`config.mk`:
```
export PLATFORM = sky130hd
export DESIGN_NAME = tpu_weight_sequencer
export DESIGN_NICKNAME = d
export VERILOG_FILES = /design/src/rtl/tpu_weight_sequencer.sv
export SDC_FILE = /design/constraint.sdc
export NUM_CORES = 1
export LEC_CHECK = 0
export CORE_UTILIZATION = 42
export DETAILED_ROUTE_END_ITERATION = 8
export GPL_TIMING_DRIVEN = 0
export PLACE_DENSITY = 0.8
export SYNTH_ARGS = -nofsm -noshare
export SYNTH_HDL_FRONTEND = slang
export SYNTH_SLANG_ARGS = --single-unit
```
`constraint.sdc`:
```
create_clock -name clk -period 2.92 [get_ports clk]
set_input_delay 0.584 -clock clk [delete_from_list [all_inputs] [get_ports clk]]
set_output_delay 0.584 -clock clk [all_outputs]
set_load 0.01 [all_outputs]
```
`src/rtl/tpu_weight_sequencer.sv`:
```
// ============================================================================
// tpu_weight_sequencer
//
// Sequences weight rows for a double-buffered systolic-array weight buffer.
// A load FSM streams rows from the weight stream into the shadow bank. A
// compute FSM swaps the banks and then issues row reads to the array. A new
// load can fill the shadow bank while the active bank is still being read.
//
// Ports
//   clk, rst_n        clock, asynchronous active-low reset
//   load_start/load_k request to fill the shadow bank with load_k rows
//   ld_valid/ld_data  weight-stream beat; ld_ready is high while loading
//   compute_start/k   request to swap banks and stream compute_k rows
//   compute_busy      compute FSM is not idle
//   compute_done      one-cycle pulse, the cycle after the final wb_rd_valid
//   shadow_full       shadow bank holds a complete layer
//   err               one-cycle pulse, registered: it appears in the cycle
//                     after a rejected load_start or compute_start
//   wb_wr_*           buffer write port, driven in the cycle of each beat
//   wb_rd_*           buffer read request / read-data valid
//   wb_swap_banks     one-cycle bank-swap pulse
//   perf_rows         rows streamed to the array
//
// Build option
//   TPU_WSEQ_PERF_EN  when defined, perf_rows counts wb_rd_en cycles and
//                     wraps at 2^32; otherwise perf_rows is tied to 0.
// ============================================================================
module tpu_weight_sequencer #(
    parameter int ARRAY_SIZE = 8,
    parameter int MAX_K      = 256,
    parameter int ADDR_WIDTH = 16,
    parameter int KW         = $clog2(MAX_K) + 1
) (
    input  logic                       clk,
    input  logic                       rst_n,
    input  logic                       load_start,
    input  logic [KW-1:0]              load_k,
    input  logic                       ld_valid,
    input  logic [ARRAY_SIZE*2-1:0]    ld_data,
    output logic                       ld_ready,
    input  logic                       compute_start,
    input  logic [KW-1:0]              compute_k,
    output logic                       compute_busy,
    output logic                       compute_done,
    output logic                       shadow_full,
    output logic                       err,
    output logic                       wb_wr_en,
    output logic [ADDR_WIDTH-1:0]      wb_wr_addr,
    output logic [ARRAY_SIZE*2-1:0]    wb_wr_data,
    output logic                       wb_rd_en,
    output logic [$clog2(MAX_K)-1:0]   wb_rd_row,
    input  logic                       wb_rd_valid,
    output logic                       wb_swap_banks,
    output logic [31:0]                perf_rows
);

    localparam int RW = $clog2(MAX_K);

    localparam logic [0:0] L_IDLE  = 1'b0;
    localparam logic [0:0] L_LOAD  = 1'b1;

    localparam logic [1:0] C_IDLE  = 2'd0;
    localparam logic [1:0] C_SWAP  = 2'd1;
    localparam logic [1:0] C_READ  = 2'd2;
    localparam logic [1:0] C_DRAIN = 2'd3;

    logic [0:0]    l_state;
    logic [KW-1:0] load_len;
    logic [RW-1:0] beat_idx;

    logic [1:0]    c_state;
    logic [KW-1:0] comp_len;
    logic [RW-1:0] rd_row;
    logic [RW-1:0] valid_cnt;

    logic          shadow_full_q;
    logic          err_q;
    logic          done_q;

    // ------------------------------------------------------------------
    // Request qualification. Both requests are judged on the state held
    // before this edge, so a simultaneous load/compute pair never sees
    // the effect of the other.
    // ------------------------------------------------------------------
    logic load_k_ok;
    logic compute_k_ok;
    logic load_accept;
    logic compute_accept;
    logic load_reject;
    logic compute_reject;

    assign load_k_ok      = (load_k != '0) && (load_k <= KW'(MAX_K));
    assign compute_k_ok   = (compute_k != '0) && (compute_k <= KW'(MAX_K));
    assign load_accept    = load_start && (l_state == L_IDLE) && !shadow_full_q && load_k_ok;
    assign compute_accept = compute_start && (c_state == C_IDLE) && shadow_full_q && compute_k_ok;
    assign load_reject    = load_start && !load_accept;
    assign compute_reject = compute_start && !compute_accept;

    logic beat;
    logic last_beat;
    logic last_read;
    logic final_valid;

    assign beat        = (l_state == L_LOAD) && ld_valid;
    assign last_beat   = beat && (KW'(beat_idx) == load_len - KW'(1));
    assign last_read   = (c_state == C_READ) && (KW'(rd_row) == comp_len - KW'(1));
    // Read data can already return while reads are still being issued,
    // so valid beats are counted in both C_READ and C_DRAIN.
    assign final_valid = ((c_state == C_READ) || (c_state == C_DRAIN)) && wb_rd_valid
                         && (KW'(valid_cnt) == comp_len - KW'(1));

    // ------------------------------------------------------------------
    // Load FSM
    // ------------------------------------------------------------------
    // NOTE: state registers use non-blocking assignments so every always_ff
    // samples the pre-edge value of its neighbours, regardless of ordering.
    always_ff @(posedge clk or negedge rst_n) begin
        if (!rst_n) begin
            l_state  <= L_IDLE;
            load_len <= '0;
            beat_idx <= '0;
        end else begin
            case (l_state)
                L_IDLE: begin
                    if (load_accept) begin
                        l_state  <= L_LOAD;
                        load_len <= load_k;
                        beat_idx <= '0;
                    end
                end
                default: begin
                    if (last_beat) begin
                        l_state  <= L_IDLE;
                        beat_idx <= '0;
                    end else if (beat) begin
                        beat_idx <= beat_idx + RW'(1);
                    end
                end
            endcase
        end
    end

    // ------------------------------------------------------------------
    // Compute FSM
    // ------------------------------------------------------------------
    always_ff @(posedge clk or negedge rst_n) begin
        if (!rst_n) begin
            c_state   <= C_IDLE;
            comp_len  <= '0;
            rd_row    <= '0;
            valid_cnt <= '0;
        end else begin
            case (c_state)
                C_IDLE: begin
                    if (compute_accept) begin
                        c_state  <= C_SWAP;
                        comp_len <= compute_k;
                    end
                end
                C_SWAP: begin
                    c_state   <= C_READ;
                    rd_row    <= '0;
                    valid_cnt <= '0;
                end
                C_READ: begin
                    if (wb_rd_valid) valid_cnt <= valid_cnt + RW'(1);
                    if (final_valid) begin
                        c_state <= C_IDLE;
                    end else if (last_read) begin
                        c_state <= C_DRAIN;
                    end else begin
                        rd_row  <= rd_row + RW'(1);
                    end
                end
                default: begin
                    if (wb_rd_valid) valid_cnt <= valid_cnt + RW'(1);
                    if (final_valid) c_state <= C_IDLE;
                end
            endcase
        end
    end

    // ------------------------------------------------------------------
    // Shadow-bank status and pulses. The swap empties the shadow bank;
    // a load cannot be finishing in the swap cycle because shadow_full
    // blocks load acceptance until the swap has cleared it.
    // ------------------------------------------------------------------
    always_ff @(posedge clk or negedge rst_n) begin
        if (!rst_n) begin
            shadow_full_q <= 1'b0;
            err_q         <= 1'b0;
            done_q        <= 1'b0;
        end else begin
            if (last_beat)
                shadow_full_q <= 1'b1;
            else if (c_state == C_SWAP)
                shadow_full_q <= 1'b0;
            err_q  <= load_reject || compute_reject;
            done_q <= final_valid;
        end
    end

    // ------------------------------------------------------------------
    // Outputs
    // ------------------------------------------------------------------
    assign ld_ready      = (l_state == L_LOAD);
    assign wb_wr_en      = beat;
    assign wb_wr_addr    = ADDR_WIDTH'(beat_idx);
    assign wb_wr_data    = ld_data;
    assign wb_rd_en      = (c_state == C_READ);
    assign wb_rd_row     = rd_row;
    assign wb_swap_banks = (c_state == C_SWAP);
    assign compute_busy  = (c_state != C_IDLE);
    assign compute_done  = done_q;
    assign shadow_full   = shadow_full_q;
    assign err           = err_q;

`ifdef TPU_WSEQ_PERF_EN
    logic [31:0] perf_q;

    always_ff @(posedge clk or negedge rst_n) begin
        if (!rst_n)
            perf_q <= '0;
        else if (wb_rd_en)
            perf_q <= perf_q + 32'd1;
    end

    assign perf_rows = perf_q;
`else
    assign perf_rows = 32'd0;
`endif

endmodule

```
==> run_results.csv, run 1 <==
group,metric,value,unit
run_status,status,"complete, but fails checks",
run_status,violations,"negative setup slack",
placed_design,place_area,0.00451,mm^2
cts,cts-root-buf,"clkbuf_8",
layout,final_area,0.00483,mm^2
power,peakVddDrop,0.161,mV
critical_path,worstPathRequired,3.10,ns
critical_path,crit_path_end_kind,"flop",
power,power.leakage,0.00225,uW
routing,via_count,3130,
timing,relSlewSlack,58.0,%
timing,setup_viol,6,
die,row_count,33,
routing,drt-initial-drc-count,167,
critical_path,crit_arrival,3.11,ns
routing,drt_first_pass_iters,4,
yosys,yosys_warnings,0,
die,core,0.00826,mm^2
cts,cts.reportedPaths.clkPinSlew,0.09,ns
timing,period_share,101,%
yosys,netlist_top_cells_count,"buf_4 (56), dfrtp_1 (48), o21ai_0 (31)",
yosys,synth_top_cells_by_area,"dfrtp_1 (34%), buf_4 (12%), mux2_2 (6.9%), o21ai_0 (4.3%), xnor2_1 (3.7%)",
timing,min_period,2.94,ns
timing,fin_ws,-0.0172,ns
layout,nets,556,
power,total_power,1510,uW
grt,gr-total-overflow,0,
die,die_area,0.00891,mm^2
critical_path,cp-start-kind,"flop",
critical_path,ff2ff_path_depth,9,
min_path,hold_path.class,"input pin to asynchronous set/reset pin",
routing,via_per_inst,5.11,
yosys,synth_edf_count,0,
cts,cts_buffer_depth,2,
yosys,yosysMostFrequentCell,"buf_4",
layout,syn_to_final_growth,34.9,%
placed_design,dp_hpwl,6340,um
cts,clock_latency,0.29,ns
job,cap_viol_max_count,0,
layout,diodes,0,
yosys,synthArstFlopShare,100,%
timing,rsz0062_at_grt,"true",
grt,grt_pass1_vias,2965,
timing,max_freq,340,MHz
timing,worst_pin_slew,0.625,ns
placed_design,port_buffers,63,
routing,wl,8570,um
cts,numCtsBuffers,5,
die,chipHeight,94.4,um
yosys,synth_area_leader_cell,"dfrtp_1",
layout,drive_gt1_share,27.8,%
routing,ant_nets,0,
yosys,synth_cell_types,64,
yosys,syn_area,0.00358,mm^2
timing,drv_slew,0,
die,start_util,43.4,%
yosys,ys.flop_type,"dfrtp_1",
critical_path,setup.worst_path.class,"flop to flop",
timing,finalHoldViolCount,0,
die,die-width,94.4,um
die,pin_count,120,
critical_path,path_max_fanout,5,
yosys,yosysSeqAreaShare,33.5,%
timing,finalClockSkew,0.00540,ns
yosys,postSynthCellCount,383,
routing,drc_errors,0,
cts,htree_num_levels,2,
routing,avgRoutedWirePerCell,14.0,um
yosys,yosysTopAreaCellShare,33.5,%
cts,cts_num_sinks,48,
grt,antenna_found_initial,0,
yosys,ys_seq_elements,48,
grt,grt_use_total,19.5,%
power,cellPowerDensity,313,mW/mm^2
grt,grt_pass1_wl,13700,um
cts,cts_tree,"yes",
placed_design,gp_congestion,0.850,
grt,grt_max_degree,37,
yosys,avgSynthCellArea,9.36,um^2
layout,postLayoutCoreUtil,58.5,%
## placed cells by master (no fill, tap or decap), types with 6 or more instances in the layout
cell,count
inv_1,13
xor2_1,7
dfrtp_1,47
buf_4,71
and3_1,6
conb_1,40
clkbuf_1,6
mux2_2,22
nor2_1,19
nand2b_1,6
nand3_1,9
a31oi_1,6
xnor2_1,15
o21ai_0,30
nand4_1,7
nand2_1,27
clkbuf_8,6
ha_1,7
clkdlybuf4s50_1,62
## routing by layer
layer / track usage (%) / up-vias / part of all wire, %
li1: - / 1522 / -
met1: 22.8 / 1476 / 39
met2: 35.4 / 116 / 53
met3: 3.30 / 16 / 5.4
met4: 7.44 / 0 / 2.1
met5: 0 / - / 0
## critical path, stage by stage, from the launching register on
cell      delay (ns)
dfrtp_2         0.43
inv_2           0.08
ha_4            0.16
or3b_4          0.39
a211o_1         0.30
or4_1           0.51
or4_4           0.44
o221ai_4        0.22
o311ai_0        0.18
o41ai_1         0.11
## state kept, by name, indices dropped and copies added (netlist names)
signal        count
comp_len          9
load_len          9
beat_idx          8
valid_cnt         8
wb_rd_row         8
c_state           2
compute_done      1
err               1
ld_ready          1
shadow_full       1
## worst paths after layout
| check | slack (ns) | end | start |
|---|---|---|---|
| max | -0.02 | wb_rd_row[6] | comp_len[0] |
| min | 0.18 | wb_rd_row[5] | rst_n |
| max reg2reg | -0.02 | wb_rd_row[6] | comp_len[0] |
| min reg2reg | 0.53 | valid_cnt[6] | valid_cnt[6] |
| max in group asynchronous | 2.25 | load_len[6] | rst_n |
| min in group clk | 0.53 | valid_cnt[6] | valid_cnt[6] |
## cells by family after synthesis
logic type	count (synthesis)	share of synthesized area, %
simple gates	119	18.2
buf+inv	81	15.1
compound gates	72	13.4
flops	48	33.5
mux	27	8.31
xor+xnor	26	8.20
fa+ha+maj	9	3.14
other cells	1	0.105
## repair_timing
item / in CTS / in global routing
hold buffers: 0 / 0
gates cloned: 1 / 0
resized for setup: 13 / 15
endpoints found under the setup margin: 11 / 23
pin swaps: 7 / 8
setup buffers: 8 / 6
## where the power goes
| group | internal [uW] | switching [uW] | total [uW] |
|---|---|---|---|
| clock network | 163 | 218 | 381 |
| registers | 705 | 56.8 | 762 |
| logic | 198 | 174 | 372 |
| total | 1070 | 448 | 1510 |
## metrics by stage
| step | TNS (ns) | hold slack [ns] | worst slack, ns | cells |
|---|---|---|---|---|
| 6_report | -0.0736 | 0.176 | -0.0172 | 612 |
| 5_1_grt | -0.783 | 0.186 | -0.138 | 612 |
| 4_1_cts | 0 | 0.180 | 0.000525 | 607 |
| 3_5_place_dp | -4.45 | 0.506 | -0.320 | 591 |
| 3_3_place_gp | -7.36 | 0.514 | -0.292 | 590 |
| 2_1_floorplan | 0 | 0.288 | 0.0163 | 422 |
## area by class of cell
type	count	area [um^2]
inverters	15	56.3
multi-input cells	293	2130
fillers	702	3420
clock inverters	1	5.00
clock buffers	6	72.6
flip-flops and latches	48	1200
plain buffers	65	480
repair buffers	79	758
well taps	105	131
No activity file was read; power rests on OpenSTA's default activity.
==> inputs of run 2 (changes only) <==
--- a/config.mk
+++ b/config.mk
@@ -5,10 +5,12 @@
 export SDC_FILE = /design/constraint.sdc
 export NUM_CORES = 1
 export LEC_CHECK = 0
+export CORE_MARGIN = 5
 export CORE_UTILIZATION = 42
 export DETAILED_ROUTE_END_ITERATION = 8
 export GPL_TIMING_DRIVEN = 0
 export PLACE_DENSITY = 0.8
+export SLEW_MARGIN = 20
 export SYNTH_ARGS = -nofsm -noshare
 export SYNTH_HDL_FRONTEND = slang
 export SYNTH_SLANG_ARGS = --single-unit
==> run 2 against run 1 <==
The run now ends clean. Cell count shrank 0.49%. Combinational power down 2%. Final area is 1.1% lower. Utilization fell by 0.67 points. Critical path depth is 1 higher. Wire length rose by 4.1%. Clock skew grew 0.0022 ns. Sequential power about the same. Power rose by 9.1%. Sequential share of layout area increased by 0.29 points. Largest power group unchanged. Highest routed layer unchanged.
==> run_results.csv, run 2 (same netlist as run 1, synthesis figures left out) <==
group,metric,value,unit
run_status,status,"complete, no violations",
power,clockPowerShare,32.1,%
timing,setup_viol,0,
grt,grt_use_total,16.6,%
power,cellPowerDensity,346,mW/mm^2
critical_path,setup.worst_path.class,"flop to flop",
routing,via_count,3124,
power,power.leakage,0.00223,uW
critical_path,crit_arrival,3.06,ns
die,row_count,33,
placed_design,port_buffers,63,
cts,cts_num_sinks,48,
cts,cts-root-buf,"clkbuf_8",
critical_path,critPathTopFamily,"simple AND/OR/NAND/NOR gates",
layout,syn_to_final_growth,33.3,%
routing,via_per_inst,5.13,
timing,finalClockSkew,0.00758,ns
grt,antenna_found_initial,0,
critical_path,worstReg2RegStart,"comp_len[1]",
power,switchingPower,452,uW
grt,gr-total-overflow,0,
timing,max_freq,349,MHz
critical_path,crit_chain,"inv_2 -> ha_4 -> or3b_4 -> a211o_1 -> or4_1 -> or4_4 -> o221ai_4 -> buf_6 -> o311ai_2 -> o41ai_1",
critical_path,worstPathRequired,3.12,ns
critical_path,crit_slowest_cell,"or4_1",
layout,nets,552,
timing,fin_ws,0.0576,ns
critical_path,crit_path_max_incr_delay,0.51,ns
die,die-width,102,um
routing,avgRoutedWirePerCell,14.7,um
critical_path,path_max_fanout,6,
timing,relSlewSlack,53.5,%
routing,drc_errors,0,
placed_design,gp_congestion,0.909,
min_path,hold_path.class,"input pin to asynchronous set/reset pin",
timing,period_share,98.0,%
timing,worst_pin_slew,0.681,ns
grt,grt_pass1_wl,14200,um
die,start_util,43.4,%
timing,finalHoldViolCount,0,
layout,diodes,0,
layout,finalNonFillerCells,609,
layout,drive_gt1_share,26.4,%
cts,numCtsBuffers,5,
die,die_area,0.0105,mm^2
timing,drv_slew,0,
cts,clock_latency,0.30,ns
cts,cts.reportedPaths.clkPinSlew,0.09,ns
timing,hold_ws,0.205,ns
critical_path,crit_buf_inv,2,
critical_path,worstSetupPathDepth,10,
timing,rsz0062_at_grt,"true",
die,pin_count,120,
timing,min_period,2.86,ns
layout,top_regs,"comp_len (9), load_len (9)",
critical_path,crit_path_end_kind,"flop",
critical_path,cp-start-kind,"flop",
critical_path,ff2ff_path_depth,10,
routing,drt_first_pass_iters,4,
power,power_frac_seq,45.9,%
power,peakVddDrop,0.239,mV
layout,layout_commonest_cell,"buf_4",
layout,postLayoutCoreUtil,57.9,%
grt,grt_max_degree,33,
routing,wl,8930,um
cts,cts_tree,"yes",
cts,cts_buffer_depth,2,
power,comb_power_share,22.0,%
job,cap_viol_max_count,0,
critical_path,cp-startpoint,"comp_len[1]",
routing,ant_nets,0,
die,chipHeight,102,um
placed_design,dp_cells,591,
routing,drt-initial-drc-count,169,
placed_design,dp_hpwl,6870,um
cts,htree_num_levels,2,
layout,final_cell_mix,"buf_4 (68), clkdlybuf4s50_1 (62), dfrtp_1 (47)",
grt,grt_pass1_vias,2996,
die,core,0.00826,mm^2
power,intPower,1200,uW
placed_design,preCtsSetupSlack,-0.306,ns
power,p_sw_share,27.4,%
==> run 2: cell count changes in the layout (fill, tap and decap cells not counted), sizes merged <==
cell / change
buf: -2
bufinv: +1
clkbuf: -1
clkinv: -1
==> run 2: power by group through the flow <==
stage | clock [uW] | sequential [uW] | combinational [uW]
5_1_grt | 567 | 767 | 406
6_report | 530 | 759 | 364
4_1_cts | 540 | 757 | 359
3_5_place_dp | 0 | 770 | 358
2_1_floorplan | 0 | 759 | 241
3_3_place_gp | 0 | 768 | 343
==> run 2: metal layers <==
metal | GRT usage, % | vias to the layer above | share of wire (%)
li1 | - | 1515 | -
met1 | 21.0 | 1480 | 41
met2 | 30.2 | 115 | 53
met3 | 2.32 | 14 | 5.5
met4 | 3.33 | 0 | 1.2
met5 | 0 | - | 0
==> run 2: cell type report <==
class,count,area [um^2]
sequential,48,1200
buffer,64,465
tap,105,131
timing repair buffer,76,736
multi-input combinational,293,2060
fill,709,3480
clock buffer,7,96.3
inverter,15,56.3
clock inverter,1,30.0
==> run 2: worst paths after layout <==
| path | end | slack (ns) |
|---|---|---|
| worst max-delay path | wb_rd_row[7] | 0.06 |
| max in group asynchronous | valid_cnt[6] | 2.19 |
| min in group clk | valid_cnt[2] | 0.55 |
| worst min register to register | valid_cnt[2] | 0.55 |
| worst min-delay path | wb_rd_row[6] | 0.21 |
| worst max register to register | wb_rd_row[7] | 0.06 |
==> run 2: through the flow <==
stage	power (uW)	setup TNS, ns	area [um^2]
global route	1740	-0.352	4780
finish	1650	0	4780
CTS	1660	0	4710
global placement	1110	-8.46	4500
detailed placement	1130	-4.98	4510
floorplan	1000	0	3740
==> run 2: timing repair <==
action | in CTS | in global routing
setup endpoints to repair | 11 | 15
pin swaps | 6 | 3
hold buffers | 0 | 0
setup buffers | 3 | 8
resized for setup | 13 | 7
cloned | 1 | 0
hold endpoints to repair | 0 | 0
==> inputs of run 3 (changes only) <==
--- a/config.mk
+++ b/config.mk
@@ -5,11 +5,12 @@
 export SDC_FILE = /design/constraint.sdc
 export NUM_CORES = 1
 export LEC_CHECK = 0
+export CORE_ASPECT_RATIO = 2
 export CORE_MARGIN = 5
-export CORE_UTILIZATION = 42
+export CORE_UTILIZATION = 49
 export DETAILED_ROUTE_END_ITERATION = 8
 export GPL_TIMING_DRIVEN = 0
-export PLACE_DENSITY = 0.8
+export PLACE_DENSITY = 0.88
 export SLEW_MARGIN = 20
 export SYNTH_ARGS = -nofsm -noshare
 export SYNTH_HDL_FRONTEND = slang
==> constraint.sdc (replaced) <==
create_clock -name clk -period 3.7 [get_ports clk]
set_input_delay 0.74 -clock clk [delete_from_list [all_inputs] [get_ports clk]]
set_output_delay 0.74 -clock clk [all_outputs]
set_load 0.01 [all_outputs]
==> run 3 against run 2 <==
Die area decreased by 12%. First-iteration DRC count shrank 44%. Critical path depth is the same. Combinational power shrank 22%. Via count rose by 0.42%. Worst hold slack improved by 0.21 ns. Sequential power down 20%. Power is 18% lower. Setup slack improved by 0.39 ns. Non-clock buffer count shrank 10. Sequential share of layout area is 0.74 points higher. Wire length hardly changed. Critical endpoint unchanged. Largest power group unchanged. Highest routed layer unchanged.
==> run_results.csv, run 3 (same netlist as run 1, synthesis figures left out) <==
group,metric,value,unit
critical_path,critPathTopFamily,"simple AND/OR/NAND/NOR gates",
routing,wl,8930,um
placed_design,gp_congestion,0.889,
critical_path,ff2ff_path_depth,10,
critical_path,setup.worst_path.class,"flop to flop",
timing,max_freq,308,MHz
placed_design,place_area,0.00449,mm^2
die,die-width,70.5,um
layout,nets,542,
die,row_count,44,
job,cap_viol_max_count,0,
run_status,status,"complete, no violations",
routing,drt_first_pass_iters,4,
routing,drt-initial-drc-count,94,
die,chipHeight,131,um
cts,numCtsBuffers,5,
min_path,hold_path.class,"input pin to asynchronous set/reset pin",
grt,antenna_found_initial,0,
grt,grt_pass1_vias,3148,
layout,syn_to_final_growth,29.4,%
grt,gr-total-overflow,0,
placed_design,dp_cells,578,
grt,grt_max_degree,29,
critical_path,cp-start-kind,"flop",
cts,cts.reportedPaths.clkPinSlew,0.06,ns
critical_path,crit_chain,"inv_1 -> ha_1 -> or3b_2 -> a211o_1 -> or4_1 -> or4_1 -> o221ai_2 -> buf_6 -> o311ai_1 -> o41ai_1",
placed_design,preCtsSetupSlack,0.222,ns
timing,finalClockSkew,0.00602,ns
layout,layout_commonest_cell,"clkdlybuf4s50_1",
timing,worst_pin_slew,0.727,ns
layout,final_cell_mix,"clkdlybuf4s50_1 (62), buf_4 (56), dfrtp_1 (48)",
layout,finalNonFillerCells,586,
die,die_area,0.00923,mm^2
timing,rsz0062_at_grt,"false",
cts,htree_num_levels,2,
cts,hold_buffers,0,
critical_path,path_max_fanout,10,
layout,final_area,0.00464,mm^2
die,core,0.00721,mm^2
cts,clock_latency,0.29,ns
power,peakVddDrop,0.292,mV
routing,avgRoutedWirePerCell,15.2,um
die,start_util,49.7,%
timing,min_period,3.25,ns
critical_path,reg2reg_slack,0.45,ns
layout,drive_gt1_share,22.1,%
timing,fin_ws,0.451,ns
grt,grt_use_total,19.5,%
power,power.leakage,0.00218,uW
critical_path,r2r_end,"wb_rd_row[7]",
critical_path,crit_path_max_incr_delay,0.52,ns
cts,cts_tree,"yes",
critical_path,crit_slowest_cell,"or3b_2",
layout,ff_latch_area,0.00120,mm^2
cts,cts_resized,0,
routing,via_count,3137,
placed_design,dp_hpwl,7270,um
layout,top_regs,"comp_len (9), load_len (9)",
critical_path,cp_common_cell,"or4_1",
critical_path,cp-startpoint,"comp_len[0]",
critical_path,crit_path_end_kind,"flop",
critical_path,worstReg2RegStart,"comp_len[0]",
critical_path,crit_buf_inv,2,
timing,finalHoldViolCount,0,
layout,diodes,0,
power,total_power,1350,uW
timing,period_share,87.8,%
cts,postCtsSetupBuffers,0,
die,pin_count,120,
cts,cts_num_sinks,48,
routing,drc_errors,0,
timing,relSlewSlack,51.2,%
routing,via_per_inst,5.35,
critical_path,worstPathRequired,3.87,ns
timing,drv_slew,0,
layout,fill_cells,582,
layout,multiInputGateArea,0.00199,mm^2
cts,cts-root-buf,"clkbuf_16",
timing,setup_viol,0,
timing,fin_tns_setup,0,ns
routing,ant_nets,0,
grt,grt_pass1_wl,14400,um
placed_design,port_buffers,63,
critical_path,crit_arrival,3.42,ns
cts,cts_buffer_depth,2,
power,cellPowerDensity,291,mW/mm^2
## run 3: cell count changes in the layout (fill, tap and decap cells not counted), moves of 2 or more
cell | before | now
o21ai_0 | 28 | 31
clkbuf_8 | 7 | 2
clkbuf_16 | 0 | 5
o21ai_1 | 3 | 0
inv_1 | 12 | 15
ha_4 | 2 | 0
clkbuf_1 | 5 | 7
buf_4 | 68 | 56
ha_1 | 7 | 9
inv_2 | 3 | 0
## run 3: metrics by stage
step,util (%),hold WS [ns]
finish,64.3,0.416
global route,64.3,0.447
CTS,64.3,0.426
detailed placement,62.3,0.533
global placement,62.1,0.516
floorplan,-,0.444
## run 3: routing by layer
| metal | vias up | part of all wire, % | global-route usage, % | wire length (um) |
|---|---|---|---|---|
| li1 | 1499 | - | - | - |
| met4 | 0 | 4.9 | 12.8 | 435 |
| met1 | 1478 | 34 | 19.1 | 3020 |
| met5 | - | 0 | 0 | 0 |
| met3 | 30 | 7.0 | 4.52 | 624 |
| met2 | 130 | 54 | 36.0 | 4840 |
## run 3: layout make-up
| class | count | area share [%] |
|---|---|---|
| flip-flops and latches | 48 | 25.9 |
| repair buffers | 64 | 13.9 |
| multi-input cells | 293 | 42.9 |
| plain buffers | 66 | 10.4 |
| well taps | 92 | 2.48 |
| clock buffers | 8 | 3.16 |
| inverters | 15 | 1.21 |
## run 3: worst max path at each step
stage                     cells past startpoint            to  slack, ns
after floorplan                              10  wb_rd_row[7]       0.72
after global placement                        6   beat_idx[7]       0.29
after detailed placement                      6   beat_idx[7]       0.22
after CTS                                    10  wb_rd_row[7]       0.44
after global routing                          7   beat_idx[7]       0.31
final                                        10  wb_rd_row[7]       0.45
## run 3: report_power, final
group / switching, uW / leakage, uW / internal, uW
registers: 51.1 / 0.000627 / 557
logic: 132 / 0.00148 / 152
clock network: 190 / 0.0000712 / 270
total: 373 / 0.00218 / 978
